==> config.mk <==
export PLATFORM = sky130hd
export DESIGN_NAME = tx_scheduler
export DESIGN_NICKNAME = d
export VERILOG_FILES = /design/src/rtl/tx_pkg.sv /design/src/rtl/tx_countdown.sv /design/src/rtl/tx_scheduler.sv
export SDC_FILE = /design/constraint.sdc
export NUM_CORES = 1
export LEC_CHECK = 0
export ABC_AREA = 1
export CORE_MARGIN = 10
export CORE_UTILIZATION = 38
export DETAILED_ROUTE_END_ITERATION = 8
export GPL_ROUTABILITY_DRIVEN = 0
export HOLD_SLACK_MARGIN = 0.03
export PLACE_DENSITY = 0.68
export REMOVE_ABC_BUFFERS = 1
export SLEW_MARGIN = 10
export SYNTH_ARGS = -nofsm -noshare
export SYNTH_HDL_FRONTEND = slang
export SYNTH_SLANG_ARGS = --single-unit
==> constraint.sdc <==
create_clock -name clk -period 4.9 [get_ports clk]
set_input_delay 0.98 -clock clk [delete_from_list [all_inputs] [get_ports clk]]
set_output_delay 0.98 -clock clk [all_outputs]
set_load 0.005 [all_outputs]
==> src/rtl/tx_pkg.sv <==
// tx_pkg: shared types for the transmit scheduler.
// Packet types, FSM states, request sources, priority order.
package tx_pkg;

  typedef enum logic [2:0] {
    PKT_HB   = 3'b000,
    PKT_CHE  = 3'b001,
    PKT_INV  = 3'b010,
    PKT_MR   = 3'b011,
    PKT_CHT  = 3'b100,
    PKT_DATA = 3'b101,
    PKT_SOS  = 3'b110,
    PKT_NONE = 3'b111
  } pkt_type_e;

  typedef enum logic [1:0] {
    ST_IDLE,
    ST_PACK,
    ST_WAIT,
    ST_TX
  } sched_state_e;

  // Request sources; OWN has no latched flag
  typedef enum logic [2:0] {
    SRC_HB,
    SRC_INVR,
    SRC_INVO,
    SRC_CHT,
    SRC_MR,
    SRC_SOS,
    SRC_FWD,
    SRC_OWN
  } src_e;

  localparam int NSRC  = 8;
  localparam int NFLAG = 7;

  // Highest priority first
  localparam src_e PRIO_ORDER [NSRC] = '{
    SRC_HB, SRC_INVR, SRC_INVO, SRC_CHT,
    SRC_MR, SRC_SOS, SRC_FWD, SRC_OWN
  };

  function automatic src_e pick_src(
    input logic [NSRC-1:0] req
  );
    src_e w;
    w = SRC_OWN;
    for (int i = NSRC-1; i >= 0; i--)
      if (req[PRIO_ORDER[i]]) w = PRIO_ORDER[i];
    return w;
  endfunction

  function automatic pkt_type_e src_type(
    input src_e s
  );
    pkt_type_e t;
    unique case (s)
      SRC_HB:   t = PKT_HB;
      SRC_INVR: t = PKT_INV;
      SRC_INVO: t = PKT_INV;
      SRC_CHT:  t = PKT_CHT;
      SRC_MR:   t = PKT_MR;
      SRC_SOS:  t = PKT_SOS;
      default:  t = PKT_DATA;
    endcase
    return t;
  endfunction

endpackage

==> src/rtl/tx_countdown.sv <==
// tx_countdown: one-shot down-counter, pulses zero_o on expiry.
// Ports: clk, nrst, load_i (start at T), clr_i (abort), zero_o, active_o.
module tx_countdown #(
  parameter int T = 15
) (
  input  logic clk,
  input  logic nrst,
  input  logic load_i,
  input  logic clr_i,
  output logic zero_o,
  output logic active_o
);

  localparam int W = $clog2(T + 1);

  logic [W-1:0] cnt_q, cnt_d;
  logic         act_q, act_d;

  always_ff @(posedge clk or negedge nrst) begin
    if (!nrst) begin
      cnt_q <= '0;
      act_q <= 1'b0;
    end else begin
      cnt_q <= cnt_d;
      act_q <= act_d;
    end
  end

  // zero_o fires on the cycle the count steps 1 -> 0
  always_comb begin
    cnt_d  = cnt_q;
    act_d  = act_q;
    zero_o = 1'b0;
    if (clr_i) begin
      cnt_d = '0;
      act_d = 1'b0;
    end else if (load_i) begin
      cnt_d = W'(T);
      act_d = 1'b1;
    end else if (act_q) begin
      if (cnt_q == W'(1)) begin
        zero_o = 1'b1;
        act_d  = 1'b0;
        cnt_d  = '0;
      end else begin
        cnt_d = cnt_q - W'(1);
      end
    end
  end

  assign active_o = act_q;

endmodule

==> src/rtl/tx_scheduler.sv <==
// tx_scheduler: latches transmit requests, arbitrates by priority,
// drives the packer (pack_en/type/index) and holds tx_valid to handshake.
// In: rx_valid/fPacketType/iAmDestination/hopsFromCH, role, low_E,
//   iHaveData, neighborCount, pack_done, tx_ready.
// Out: pack_en, pack_type, pack_index, tx_valid, HBLock, busy.
module tx_scheduler
  import tx_pkg::*;
#(
  parameter int WORD_WIDTH    = 16,
  parameter int MR_TIMEOUT    = 15,
  parameter int CHT_TIMEOUT   = 15,
  parameter int INV_HOP_LIMIT = 4,
  parameter int IDX_W         = 6
) (
  input  logic                  clk,
  input  logic                  nrst,
  input  logic                  rx_valid,
  input  logic [2:0]            fPacketType,
  input  logic                  iAmDestination,
  input  logic [WORD_WIDTH-1:0] hopsFromCH,
  input  logic                  role,
  input  logic                  low_E,
  input  logic                  iHaveData,
  input  logic [IDX_W-1:0]      neighborCount,
  output logic                  pack_en,
  output logic [2:0]            pack_type,
  output logic [IDX_W-1:0]      pack_index,
  input  logic                  pack_done,
  output logic                  tx_valid,
  input  logic                  tx_ready,
  output logic                  HBLock,
  output logic                  busy
);

  sched_state_e          state_q, state_d;
  pkt_type_e             type_q, type_d;
  logic [IDX_W-1:0]      idx_q, idx_d;
  src_e                  src_q, src_d;
  logic [NFLAG-1:0]      flag_q, flag_d;
  logic [NFLAG-1:0]      set_v, clr_v;
  logic                  hbl_q, hbl_d;
  logic                  role_q, lowe_q;

  logic                  rx_hb, rx_data, rx_sos;
  logic                  inv_ok;
  logic                  role_rise, role_fall;
  logic                  idle_fall;
  logic                  mr_zero, mr_act;
  logic                  cht_zero, cht_act;
  logic                  cht_load;
  logic [NSRC-1:0]       req;
  src_e                  win;
  logic                  nxt_cht;

  assign rx_hb   = rx_valid && (fPacketType == PKT_HB);
  assign rx_data = rx_valid && (fPacketType == PKT_DATA);
  assign rx_sos  = rx_valid && (fPacketType == PKT_SOS);
  assign inv_ok  = rx_valid && (fPacketType == PKT_INV)
                && (hopsFromCH < WORD_WIDTH'(INV_HOP_LIMIT))
                && !role;

  assign role_rise = role && !role_q;
  assign role_fall = !role && role_q;
  assign idle_fall = role_fall && (state_q == ST_IDLE);

  tx_countdown #(.T(MR_TIMEOUT)) u_mr (
    .clk      (clk),
    .nrst     (nrst),
    .load_i   (inv_ok && !mr_act),
    .clr_i    (1'b0),
    .zero_o   (mr_zero),
    .active_o (mr_act)
  );

  tx_countdown #(.T(CHT_TIMEOUT)) u_cht (
    .clk      (clk),
    .nrst     (nrst),
    .load_i   (cht_load),
    .clr_i    (idle_fall),
    .zero_o   (cht_zero),
    .active_o (cht_act)
  );

  always_comb begin
    set_v           = '0;
    set_v[SRC_HB]   = rx_hb && !hbl_q;
    set_v[SRC_INVR] = inv_ok;
    set_v[SRC_INVO] = role_rise;
    set_v[SRC_CHT]  = cht_zero;
    set_v[SRC_MR]   = mr_zero;
    set_v[SRC_SOS]  = (rx_sos && iAmDestination)
                   || (low_E && !lowe_q);
    set_v[SRC_FWD]  = rx_data && iAmDestination;
  end

  always_comb begin
    hbl_d = hbl_q;
    if (rx_hb && !hbl_q) hbl_d = 1'b1;
    else if (rx_data)    hbl_d = 1'b0;
  end

  // A role drop while idle cancels the CH-only requests
  always_comb begin
    req = {iHaveData, flag_q};
    if (idle_fall) begin
      req[SRC_INVO] = 1'b0;
      req[SRC_CHT]  = 1'b0;
    end
  end

  assign win     = pick_src(req);
  assign nxt_cht = ({1'b0, idx_q} + 1'b1)
                 < {1'b0, neighborCount};

  always_comb begin
    state_d  = state_q;
    type_d   = type_q;
    idx_d    = idx_q;
    src_d    = src_q;
    clr_v    = '0;
    cht_load = 1'b0;
    unique case (state_q)
      ST_IDLE: begin
        if (idle_fall) begin
          clr_v[SRC_INVO] = 1'b1;
          clr_v[SRC_CHT]  = 1'b1;
        end
        if (|req) begin
          if (win != SRC_OWN) clr_v[win] = 1'b1;
          // CHT with an empty table is consumed silently
          if (!(win == SRC_CHT && neighborCount == '0)) begin
            src_d   = win;
            type_d  = src_type(win);
            idx_d   = '0;
            state_d = ST_PACK;
          end
        end
      end
      ST_PACK: state_d = ST_WAIT;
      ST_WAIT: if (pack_done) state_d = ST_TX;
      ST_TX: begin
        if (tx_ready) begin
          if (src_q == SRC_INVO) cht_load = 1'b1;
          if (type_q == PKT_CHT && nxt_cht) begin
            idx_d   = idx_q + 1'b1;
            state_d = ST_PACK;
          end else begin
            type_d  = PKT_NONE;
            state_d = ST_IDLE;
          end
        end
      end
      default: state_d = ST_IDLE;
    endcase
  end

  // Set wins over a same-cycle grant
  assign flag_d = (flag_q & ~clr_v) | set_v;

  always_ff @(posedge clk or negedge nrst) begin
    if (!nrst) begin
      state_q <= ST_IDLE;
      type_q  <= PKT_NONE;
      idx_q   <= '0;
      src_q   <= SRC_OWN;
      flag_q  <= '0;
      hbl_q   <= 1'b0;
      role_q  <= 1'b0;
      lowe_q  <= 1'b0;
    end else begin
      state_q <= state_d;
      type_q  <= type_d;
      idx_q   <= idx_d;
      src_q   <= src_d;
      flag_q  <= flag_d;
      hbl_q   <= hbl_d;
      role_q  <= role;
      lowe_q  <= low_E;
    end
  end

  assign pack_en    = (state_q == ST_PACK);
  assign tx_valid   = (state_q == ST_TX);
  assign busy       = (state_q != ST_IDLE);
  assign pack_type  = type_q;
  assign pack_index = idx_q;
  assign HBLock     = hbl_q;

endmodule

* Yosys cells after proc, flatten, opt, wreduce, memory -nomap -nowiden *
Index checks and enable logic that the tools add are counted.

word-level totals
  register bits = 34
  input port bits = 34
  output and inout port bits = 13
  word-level logic and storage cells = 143

operators by class
  $add $sub $neg = 4
  magnitude comparators = 4
  equal/unequal tests = 22
  mux-type cells = 58
  bitwise gates (word level) = 5
  reduce and logical (&&, ||, !) cells = 38

operators by type and width
  cell                                                                           count
  3-bit two-way mux                                                              10
  4-bit two-way mux                                                              7
  6-bit two-way mux                                                              4
  1-bit two-way mux                                                              22
  7-bit two-way mux                                                              3
  1-bit logical AND                                                              17
  16-bit by 3-bit less-than comparator with 1-bit output, second input constant  1
  3-bit == test, second input constant                                           5
  3-bit case mux with 5 select lines                                             1
  2-bit two-way mux                                                              7
  3-bit by 2-bit == test with 1-bit output, second input constant                4
  6-bit case mux with 2 select lines                                             1
  5-bit AND reduction                                                            2
  4-bit by 1-bit == test with 1-bit output, second input constant                2
  2-bit case mux with 4 select lines                                             1
  2-bit nonzero test                                                             4
  8-bit OR reduction                                                             1
  4-bit by 1-bit subtractor with 4-bit output, second input constant             2
  6-bit by 1-bit adder with 7-bit output, second input constant                  1
  7-bit AND                                                                      1
  7-bit by 6-bit less-than comparator with 1-bit output                          1
  7-bit inverter                                                                 1
  4-bit by 7-bit OR with 7-bit output                                            1
  7-bit OR                                                                       1
  other kinds (21)                                                               31

* Longest topological paths before layout *
  word-level depth = 19
  gate-level depth with buffers = 16
  gate-level depth less buffers = 16

* Modules after synthesis *
From an unflattened synthesis, not the netlist that was laid out.

second synthesis, totals
  cells, all modules = 300
  area total of the unflattened synthesis = 2,219.6 um^2

modules (own cells, without submodules)
  module        times used  cells each  area an instance (um^2)  sequential area each (um^2)
  tx_scheduler  1           216         1,601.5                  608.1
  tx_countdown  2           42          309.0                    125.1

* Least setup slack after synthesis *
Ideal clock, no wire load.

  path kind = register to register
  from = register idx_q[0] (netlist: pack_index[0])
  to = register idx_q[3] (netlist: pack_index[3])
  setup time = 0.117 ns
  arrival = 2.053 ns
  data required time = 4.783 ns
  setup slack = 2.730 ns
  stages on the path, launching flop included = 17
  path buffers = 0
  clock period less this slack = 2.170 ns
  path through = dfrtp_1 > ha_1 > nand2_1 > inv_1 > nand2_1 > xor2_1 > inv_1 > ha_1 > a21o_1 > nand3_1 > nand2_1 > inv_2 > nand3_1 > nand2_4 > nand2_4 > nand2_1 > nand2_1

on the way
  word-level cells in the longest chain between the ends = 5
  elaborated cells on any way between the ends = 9
  classes of those cells = 2 x add/sub; 1 x order compare; 1 x eq/ne; 3 x mux; 2 x reduce/logical

RTL lines
  item                                                        RTL line             source
  start: declaration                                          tx_scheduler.sv:37   logic [IDX_W-1:0] idx_q, idx_d;
  start signal: assignment                                    tx_scheduler.sv:173  idx_q <= idx_d;
  6-bit by 1-bit adder with 7-bit output                      tx_scheduler.sv:112  assign nxt_cht = ({1'b0, idx_q} + 1'b1)
  7-bit by 6-bit less-than comparator with 1-bit output       tx_scheduler.sv:113  < {1'b0, neighborCount};
  1-bit logical AND                                           tx_scheduler.sv:144  if (type_q == PKT_CHT && nxt_cht) begin
  2-bit by 1-bit inequality test with 1-bit output (no line)  -
  5-bit AND reduction (no line)                               -

Several ways; a longest one is shown, not always the timed one. The select of a mux whose other input is x is not followed.
A chain may end at the register's enable or synchronous reset.

* Worst setup path after layout *
  from = register state_q[1]
  to = output busy

on the way
  word-level cells in the longest chain between the ends = 1

RTL lines
  item                      RTL line             source
  start: declaration        tx_scheduler.sv:35   sched_state_e state_q, state_d;
  start signal: assignment  tx_scheduler.sv:171  state_q <= state_d;
  2-bit nonzero test        tx_scheduler.sv:184  assign busy = (state_q != ST_IDLE);
  end: declaration          tx_scheduler.sv:32   output logic busy

Every way passes these cells.

==> impl_metrics.sql <==
INSERT INTO impl_metrics (metric_group, metric, value, unit) VALUES
('cells_and_area', 'drive_above_1_share', '8.77', '%'),
('global_routing', 'number_of_antenna_violations_at_the_first_check_in_global_routing', '0', ''),
('logic_synthesis', 'synth_sequential_area_ratio', '39.0', '%'),
('sta', 'report.final.hold_viol_count', '0', ''),
('place', 'placed_cells', '406', ''),
('cts', 'cts_sinks', '34', ''),
('route', 'route.layer.met1.wl', '2.23', 'mm'),
('setup_path', 'critPathMaxFanout', '8', ''),
('route', 'dr.first_iter.drc_count', '74', ''),
('setup_path', 'critical-path-top-delay-family', 'buffers and inverters', ''),
('pwr', 'share_clk_of_total_power', '15.7', '%'),
('place', 'place.detailed.hpwl', '3.91', 'mm'),
('pwr', 'power.ir.vdd_worst', '0.203', 'mV'),
('logic_synthesis', 'synth_area_per_cell', '7.59', 'um2'),
('outcome', 'outcome', 'finished, final reports clean', ''),
('cts', 'htree_num_levels', '2', ''),
('setup_path', 'crit_buf_inv', '3', ''),
('pwr', 'power.internal', '0.738', 'mW'),
('route', 'drt-total-wl', '4.91', 'mm'),
('worst_hold_path', 'worst_hold_path_type', 'flop to flop', ''),
('logic_synthesis', 'synth_cell_type_count', '35', ''),
('sta', 'final-max-slew-violation-count', '0', ''),
('logic_synthesis', 'synth.top_cells.by_area', 'sky130_fd_sc_hd__dfrtp_1 32%, sky130_fd_sc_hd__nand2_1 13%, sky130_fd_sc_hd__ha_1 8.5%', ''),
('pwr', 'power_density', '450', 'mW/mm2'),
('cts', 'clk-insertion-delay-late', '280', 'ps'),
('cells_and_area', 'layout_common_cells', '74 x sky130_fd_sc_hd__nand2_1, 45 x sky130_fd_sc_hd__inv_1, 44 x sky130_fd_sc_hd__clkdlybuf4s50_1, 28 x sky130_fd_sc_hd__dfrtp_1, 24 x sky130_fd_sc_hd__nand3_1', ''),
('cts', 'cts_hold_buf', '0', ''),
('setup_path', 'cp_data_arrival_time', '1860', 'ps'),
('die', 'floorplan.initialDensity', '39.5', '%'),
('route', 'dr.max_layer_used', 'met4', ''),
('setup_path', 'startpoint_type', 'flop', ''),
('global_routing', 'number_of_global_route_vias_before_repair', '2074', ''),
('die', 'dieArea', '0.00924', 'mm2'),
('logic_synthesis', 'syn-instance-count', '290', ''),
('route', 'drt-wirelength-per-cell', '11.9', 'um'),
('cts', 'post-cts-setup-buffer-count', '0', ''),
('setup_path', 'slowest_delay', '480', 'ps'),
('sta', 'rsz0062_at_grt', 'false', ''),
('cells_and_area', 'post_layout_nonfiller_instances', '414', ''),
('setup_path', 'worstPathRequired', '3920', 'ps'),
('route', 'avgViaCountPerCell', '4.75', ''),
('cells_and_area', 'final_net_count', '390', ''),
('cells_and_area', 'antenna_cells', '0', ''),
('logic_synthesis', 'synth.cell_area', '0.00220', 'mm2'),
('sta', 'finalCritPeriodShare', '58.0', '%'),
('sta', 'total_negative_slack_for_setup_checks', '0', 'ps'),
('route', 'remaining_drc_errors', '0', ''),
('sta', 'maxClockFrequency', '352', 'MHz'),
('setup_path', 'timing.critical_path.to_type', 'output port', ''),
('route', 'drt.antenna.violating_nets', '0', ''),
('pwr', 'static_leakage', '1.46', 'nW'),
('pwr', 'sequential_fraction_of_design_power', '34.3', '%'),
('setup_path', 'worst-setup-path-type', 'flop to output port', ''),
('cells_and_area', 'most_common_library_cell_in_the_layout_ignoring_fill_and_taps', 'sky130_fd_sc_hd__nand2_1', ''),
('pwr', 'switching_share_of_power', '41.6', '%'),
('cells_and_area', 'final_area', '0.00281', 'mm2'),
('setup_path', 'crit_path_cell_trace', 'inv_1, ha_1, inv_1, clkdlybuf4s50_1', ''),
('cells_and_area', 'flow.area_growth_from_synthesis', '27.6', '%'),
('cts', 'total_clock_buffers_created_by_cts', '5', ''),
('die', 'io_pins', '47', ''),
('die', 'placementRows', '27', ''),
('die', 'core_area', '0.00557', 'mm2'),
('sta', 'timing.max_slew.rel_slack', '70.4', '%'),
('sta', 'final.min_clock_period', '2840', 'ps'),
('logic_synthesis', 'synth.largest_area_cell', 'sky130_fd_sc_hd__dfrtp_1', ''),
('sta', 'worst_clock_skew', '9.05', 'ps'),
('route', 'dr_wl_met3', '323', 'um'),
('logic_synthesis', 'yosysTopAreaCellShare', '31.8', '%'),
('sta', 'tightestPinTransition', '444', 'ps'),
('route', 'drt_pre_antenna_iters', '4', ''),
('route', 'met2WireLength', '2.33', 'mm');
## worst paths after layout
| kind | from | end | slack, ps | cells after the start |
|---|---|---|---|---|
| worst max-delay path | state_q[1] | busy | 2060 | 4 |
| worst min-delay path | lowe_q | flag_q[5] | 440 | 1 |
| worst max register to register | pack_index[0] | pack_index[0] | 2530 | 16 |
| worst min register to register | lowe_q | flag_q[5] | 440 | 1 |
| max in group asynchronous | nrst | src_q[2] | 3450 | 2 |
| min in group asynchronous | nrst | u_mr.cnt_q[1] | 1110 | 2 |
## routing by layer
metal  track usage (%)  vias to the layer above
met4              3.81                        0
met1              12.9                      885
met2              19.2                       38
met3              3.89                        6
met5                 0                        -
li1                  -                     1036
## per-stage QoR
| step | util [%] | hold slack [ps] | setup WS [ps] | power (mW) |
|---|---|---|---|---|
| after global routing | 50.4 | 473 | 1920 | 1.39 |
| final | 50.4 | 437 | 2060 | 1.27 |
| after CTS | 50.4 | 444 | 2010 | 1.28 |
| after detailed placement | 49.0 | 434 | 2170 | 1.08 |
| after floorplan | - | 420 | 2730 | 0.866 |
| after global placement | 49.0 | 426 | 2200 | 1.06 |
## area by class of cell
cell class,instances,area [um2]
Multi-Input combinational cell,206,1150
Tap cell,72,90.1
Sequential cell,34,858
Clock buffer,8,80.1
Fill cell,535,2770
Inverter,49,186
Timing Repair Buffer,45,448
## Yosys cell counts
cell type                  number
sky130_fd_sc_hd__inv_1         45
sky130_fd_sc_hd__o211ai_1       1
sky130_fd_sc_hd__o21ai_2        1
sky130_fd_sc_hd__nand3_1       24
sky130_fd_sc_hd__nand3b_1       2
sky130_fd_sc_hd__nand4_1        5
sky130_fd_sc_hd__or2_1          2
sky130_fd_sc_hd__o22ai_1        4
sky130_fd_sc_hd__a31o_2         1
sky130_fd_sc_hd__nor3b_1        2
sky130_fd_sc_hd__inv_2          3
sky130_fd_sc_hd__nand3_2        2
sky130_fd_sc_hd__dfstp_2        6
sky130_fd_sc_hd__inv_4          1
sky130_fd_sc_hd__o31ai_1        1
sky130_fd_sc_hd__dfrtp_1       28
sky130_fd_sc_hd__a21boi_0       1
sky130_fd_sc_hd__a21o_1         1
sky130_fd_sc_hd__nor4_1         2
sky130_fd_sc_hd__or3b_1         1
sky130_fd_sc_hd__o21bai_1       1
sky130_fd_sc_hd__nor2_1        23
sky130_fd_sc_hd__a21oi_1        7
sky130_fd_sc_hd__nand2_2        5
sky130_fd_sc_hd__nor3_1         3
sky130_fd_sc_hd__o21ai_1        1
sky130_fd_sc_hd__buf_6          1
sky130_fd_sc_hd__xor2_1         5
sky130_fd_sc_hd__nand4_2        1
sky130_fd_sc_hd__nand2_1       74
sky130_fd_sc_hd__nand3_4        1
sky130_fd_sc_hd__nand2_4        2
sky130_fd_sc_hd__ha_1          15
sky130_fd_sc_hd__nor2_4         1
sky130_fd_sc_hd__o21ai_0       17
## kinds of logic after synthesis
group	after synthesis	synth area share (%)
adders and majority gates	15	8.52
and+or+nand+nor	150	32.2
AOI/OAI and AO/OA	36	9.32
buffers and inverters	50	8.98
xor gates and xnor gates	5	1.99
DFF	34	39.0
## power by group through the flow
stage | Clock [mW] | Combinational [mW] | Sequential, mW
2_1_floorplan | 0 | 0.437 | 0.429
3_3_place_gp | 0 | 0.625 | 0.438
3_5_place_dp | 0 | 0.637 | 0.440
4_1_cts | 0.205 | 0.642 | 0.435
5_1_grt | 0.219 | 0.727 | 0.446
6_report | 0.198 | 0.632 | 0.435
## state kept, by name, summed over array words and instances (netlist names)
signal and count:
u_cht.cnt_q 4, HBLock 1, u_cht.active_o 1, pack_type 3
flag_q 7, u_mr.cnt_q 4, role_q 1, src_q 3
state_q 2, u_mr.active_o 1, lowe_q 1, pack_index 6
Note: power is estimated with default switching activity, not from simulation.
